[src/rtl/adder_rr_scheduler.sv]
// ============================================================================
// Module   : adder_rr_scheduler
// Brief    : Round-robin scheduler sharing one registered adder between
//            NUM_REQ requesters; results return over a valid/ready port.
//            Optional stats counters: ADDER_RR_SCHEDULER_STATS_EN.
// Revision : 1.0  initial release
// ============================================================================
`default_nettype none

module adder_rr_scheduler #(
  parameter int NUM_REQ = 4,
  parameter int WIDTH   = 16,
  parameter int ID_W    = 2
) (
  input  logic                       clk,
  input  logic                       rst,
  input  logic [NUM_REQ-1:0]         req_valid,
  output logic [NUM_REQ-1:0]         req_ready,
  input  logic [NUM_REQ*WIDTH-1:0]   req_a,
  input  logic [NUM_REQ*WIDTH-1:0]   req_b,
  input  logic [NUM_REQ-1:0]         req_cin,
  output logic [WIDTH-1:0]           add_a,
  output logic [WIDTH-1:0]           add_b,
  output logic                       add_cin,
  input  logic [WIDTH-1:0]           add_sum,
  input  logic                       add_cout,
  input  logic                       add_overflow,
  output logic                       rsp_valid,
  input  logic                       rsp_ready,
  output logic [ID_W-1:0]            rsp_id,
  output logic [WIDTH-1:0]           rsp_sum,
  output logic                       rsp_cout,
  output logic                       rsp_overflow,
  output logic                       busy
`ifdef ADDER_RR_SCHEDULER_STATS_EN
  ,
  output logic [31:0]                op_count,
  output logic [15:0]                ovf_count
`endif
);

  typedef enum logic [1:0] {
    S_IDLE    = 2'd0,
    S_ISSUE   = 2'd1,
    S_CAPTURE = 2'd2,
    S_RESP    = 2'd3
  } state_t;

  state_t          r_state;
  state_t          w_state_nxt;
  logic [ID_W-1:0] r_last_grant;
  logic [ID_W-1:0] r_grant_id;
  logic [ID_W-1:0] w_pick_id;
  logic [ID_W-1:0] w_idx;
  logic            w_pick_found;
  logic            w_accept;

  // First pending requester after the last one served, wrapping around.
  always_comb begin
    w_pick_found = 1'b0;
    w_pick_id    = '0;
    w_idx        = '0;
    for (int k = 1; k <= NUM_REQ; k++) begin
      w_idx = ID_W'((int'(r_last_grant) + k) % NUM_REQ);
      if (!w_pick_found && req_valid[w_idx]) begin
        w_pick_found = 1'b1;
        w_pick_id    = w_idx;
      end
    end
  end

  assign w_accept  = (r_state == S_IDLE) && w_pick_found;
  assign req_ready = w_accept ? (NUM_REQ'(1) << w_pick_id) : '0;
  assign busy      = (r_state != S_IDLE);

  always_ff @(posedge clk or posedge rst) begin
    if (rst) begin
      r_state <= S_IDLE;
    end else begin
      r_state <= w_state_nxt;
    end
  end

  always_comb begin
    w_state_nxt = r_state;
    case (r_state)
      S_IDLE:    if (w_pick_found) w_state_nxt = S_ISSUE;
      S_ISSUE:   w_state_nxt = S_CAPTURE;
      S_CAPTURE: w_state_nxt = S_RESP;
      S_RESP:    if (rsp_ready) w_state_nxt = S_IDLE;
      default:   w_state_nxt = S_IDLE;
    endcase
  end

  always_ff @(posedge clk or posedge rst) begin
    if (rst) begin
      r_last_grant <= ID_W'(NUM_REQ - 1);
      r_grant_id   <= '0;
      add_a        <= '0;
      add_b        <= '0;
      add_cin      <= 1'b0;
      rsp_valid    <= 1'b0;
      rsp_id       <= '0;
      rsp_sum      <= '0;
      rsp_cout     <= 1'b0;
      rsp_overflow <= 1'b0;
    end else begin
      // Operands stay on the adder inputs until the next grant.
      if (w_accept) begin
        add_a        <= req_a[w_pick_id*WIDTH +: WIDTH];
        add_b        <= req_b[w_pick_id*WIDTH +: WIDTH];
        add_cin      <= req_cin[w_pick_id];
        r_grant_id   <= w_pick_id;
        r_last_grant <= w_pick_id;
      end
      if (r_state == S_CAPTURE) begin
        rsp_sum      <= add_sum;
        rsp_cout     <= add_cout;
        rsp_overflow <= add_overflow;
        rsp_id       <= r_grant_id;
        rsp_valid    <= 1'b1;
      end else if ((r_state == S_RESP) && rsp_ready) begin
        rsp_valid    <= 1'b0;
      end
    end
  end

`ifdef ADDER_RR_SCHEDULER_STATS_EN
  logic w_rsp_hs;
  assign w_rsp_hs = rsp_valid & rsp_ready;

  always_ff @(posedge clk or posedge rst) begin
    if (rst) begin
      op_count  <= '0;
      ovf_count <= '0;
    end else if (w_rsp_hs) begin
      if (op_count != '1) op_count <= op_count + 32'd1;
      if (rsp_overflow && (ovf_count != '1)) ovf_count <= ovf_count + 16'd1;
    end
  end
`endif

endmodule

`default_nettype wire
[config.mk]
export PLATFORM = sky130hd
export DESIGN_NAME = adder_rr_scheduler
export DESIGN_NICKNAME = d
export VERILOG_FILES = /design/src/rtl/adder_rr_scheduler.sv
export SDC_FILE = /design/constraint.sdc
export NUM_CORES = 1
export LEC_CHECK = 0
export ABC_AREA = 1
export BUFFER_PORTS_ARGS = -buffer_cell sky130_fd_sc_hd__buf_2
export CAP_MARGIN = 20
export CORE_AREA = 8 8 133 86
export CTS_BUF_LIST = sky130_fd_sc_hd__clkbuf_8
export DETAILED_ROUTE_END_ITERATION = 6
export DIE_AREA = 0 0 141 94
export PLACE_DENSITY = 0.82
export REMOVE_ABC_BUFFERS = 1
export SLEW_MARGIN = 20
export SYNTH_ARGS = -nofsm -noshare
export SYNTH_HDL_FRONTEND = slang
export SYNTH_SLANG_ARGS = --single-unit
[constraint.sdc]
create_clock -name clk -period 3 [get_ports clk]
set_input_delay 0.75 -clock clk [delete_from_list [all_inputs] [get_ports clk]]
set_output_delay 0.75 -clock clk [all_outputs]
set_load 0.02 [all_outputs]
==> out/results.ini <==
[pwr]
p_clk_share_pct=8.7
switchingPower_w=0.00473
leakage_nw=3.48
power_frac_seq_pct=17.1
max-vdd-ir-drop_mv=1.11
swShare_pct=56.2
power_density_nw_per_um2=1490
internal_power_w=0.00369
combPwrFrac_pct=74.2

[routing]
routed_via_density=4.84
post-route-drc-count=0
drtPass1Iterations=5
routed_wl_um=13800
detail-route-antenna-nets=0
wire_per_inst_um=13.8
vias=4835
dr.first_iter.drc_count=251

[global_routing]
grt_overflow=0
grt_pass1_vias=4539
grt_max_degree=67
grt_usage_pct=20.4
grt_pass1_wl_um=22400
antenna_found_initial=0

[setup_path]
crit_required_ns=2.25
cp-end-kind=output port
crit_type=register to output port
critPathArrivalTime_ns=2.21
critPathLaunchType=register
cp_max_fo=6

[yosys]
ys_ff_latch=60
ys_warn_count=0
synth-seq-area-share_pct=36.4
syn_inst=653
syn_area_per_cell_um2=6.33
synthDistinctLibCells=25
syn_area_um2=4140

[timing]
period_share_pct=98.6
setup_viol=0
rsz0062_at_grt=yes
fin_worst_skew_ns=0.00870
drv_slew=0
worst-slew-pin-transition_ns=0.674
whs_ns=0.471
worst_slack_ns=0.0422
relSlewSlack_pct=55.1
final.setup.tns_ns=0
min_period_ns=2.96
timing.fmax_ghz=0.338
hold_viol_final=0

[cts]
numCtsBuffers=9
cts_buffer_depth=2
cts_hold_buffers=0
clk_pin_slew_ns=0.07
clock_sinks=60
cts_tree=done
h-tree-depth=3
cts_root_buf=clkbuf_8
clock_latency_ns=0.33

[cells_and_area]
nets=1019
final_cells=998
num_antenna_cells=0
final_util_pct=59.7
syn2layout_area_growth_pct=37.1
drive_gt1_share_pct=34.6

[placement]
dpl.hpwl_um=9900
place_ws_ns=0.180
numPlacedInstances=970
placement.io_buffers=215
gp_congestion=0.841

[floorplan]
die_h_um=94
core_area_um2=9490
io_pins=216
die_area_um2=13300
row_count=28
initial_core_util_pct=43.6
die_x_um=141

[status]
status=finished, final reports clean

[job]
drv_cap=0

[min_path]
hold_path_class=register to register

-- cells by family after synthesis --
group,after synthesis,synth area share (%)
AND/OR/NAND/NOR,514,52.4
buffers and inverters,65,8.74
flip-flops,60,36.4
AO/OA/AOI/OAI,10,1.24
adder cells (fa/ha/maj),4,1.21
-- area by class of cell --
class | count | area, um2
Timing Repair Buffer | 239 | 1300
Inverter | 20 | 87.6
Clock inverter | 5 | 51.3
Sequential cell | 60 | 1500
Clock buffer | 11 | 151
Fill cell | 916 | 3820
Tap cell | 135 | 169
Multi-Input combinational cell | 528 | 2410
-- state kept, by name, summed over array words and instances, names as in the netlist, 2 cells and up --
name          flops
r_last_grant      2
add_a            16
r_grant_id        2
r_state           2
add_b            16
rsp_sum          16
rsp_id            2
-- power groups by stage --
stage | Combinational [W] | Sequential (W) | Clock (W)
floorplan | 0.00368 | 0.00184 | 0
global placement | 0.00572 | 0.00144 | 0
detailed placement | 0.00577 | 0.00145 | 0
CTS | 0.00582 | 0.00145 | 0.000756
global route | 0.00713 | 0.00148 | 0.000795
finish | 0.00625 | 0.00144 | 0.000732
-- cell usage after synthesis, drive strengths merged --
cell type,count,share of area [%]
buf,35,5.9
nor2,5,0.85
inv,20,1.9
ha,4,1.2
dfstp,2,1.3
dfrtp,58,35
nand3,8,1.5
o21ai,7,0.85
nand2,434,40
a21oi,2,0.24
o22ai,1,0.15
nand4,66,10
clkbuf,10,0.91
nor3,1,0.12
-- cell usage in the layout, fill, tap and decap left out, types with 2 or more instances in the layout --
master	count
buf_2	211
buf_4	22
buf_6	5
clkbuf_8	11
clkinv_2	2
dfrtp_1	58
dfstp_2	2
ha_1	4
inv_1	12
inv_2	6
nand2_1	410
nand2_2	15
nand2_4	8
nand3_1	4
nand3_2	2
nand3_4	2
nand4_1	66
nor2_4	3
o21ai_0	2
o21ai_1	5
-- path summary, 6_finish.rpt --
kind	cells after the start	from	endpoint	slack (ns)
max	14	r_last_grant[0]$_DFFE_PP1P_	req_ready[3]	0.04
min	2	add_b[12]$_DFFE_PP0P_	add_b[12]$_DFFE_PP0P_	0.47
max reg2reg	17	r_last_grant[0]$_DFFE_PP1P_	add_a[0]$_DFFE_PP0P_	0.34
min reg2reg	2	add_b[12]$_DFFE_PP0P_	add_b[12]$_DFFE_PP0P_	0.47
max in group asynchronous	3	rst	r_last_grant[1]$_DFFE_PP1P_	1.87
min in group asynchronous	2	rst	add_b[6]$_DFFE_PP0P_	0.48
-- metrics by stage --
step                total power [W]  area, um2
floorplan                   0.00552       3850
global placement            0.00716       5200
detailed placement          0.00722       5200
CTS                         0.00802       5430
global route                0.00941       5670
finish                      0.00842       5670
-- routing by layer --
metal / track usage (%) / share of wire [%] / up-vias
met3: 6.70 / 9.5 / 14
met2: 32.9 / 46 / 192
met5: 0 / 0 / -
met1: 26.3 / 43 / 2161
met4: 4.36 / 1.1 / 0
li1: - / - / 2468
-- worst max-delay path, cell delays in order, from the launching register on --
cell and delay, ns:
dfstp_2 0.63, clkinv_4 0.12, buf_6 0.15, nand2_4 0.07, nand2_4 0.05, nand2_2 0.06
nand2_2 0.05, nand2_2 0.08, nand2_2 0.06, nand2_2 0.09, nand3_4 0.09, inv_6 0.10
nand2_8 0.07, nor2_4 0.12, buf_6 0.12
-- what timing repair did --
action                     CTS  global route
buffers inserted             3             9
gates resized for setup      0            51
pin swaps                    0            15
setup endpoints to repair    1             4
hold endpoints to repair     0             0
Power figures use the tool's default switching activity.
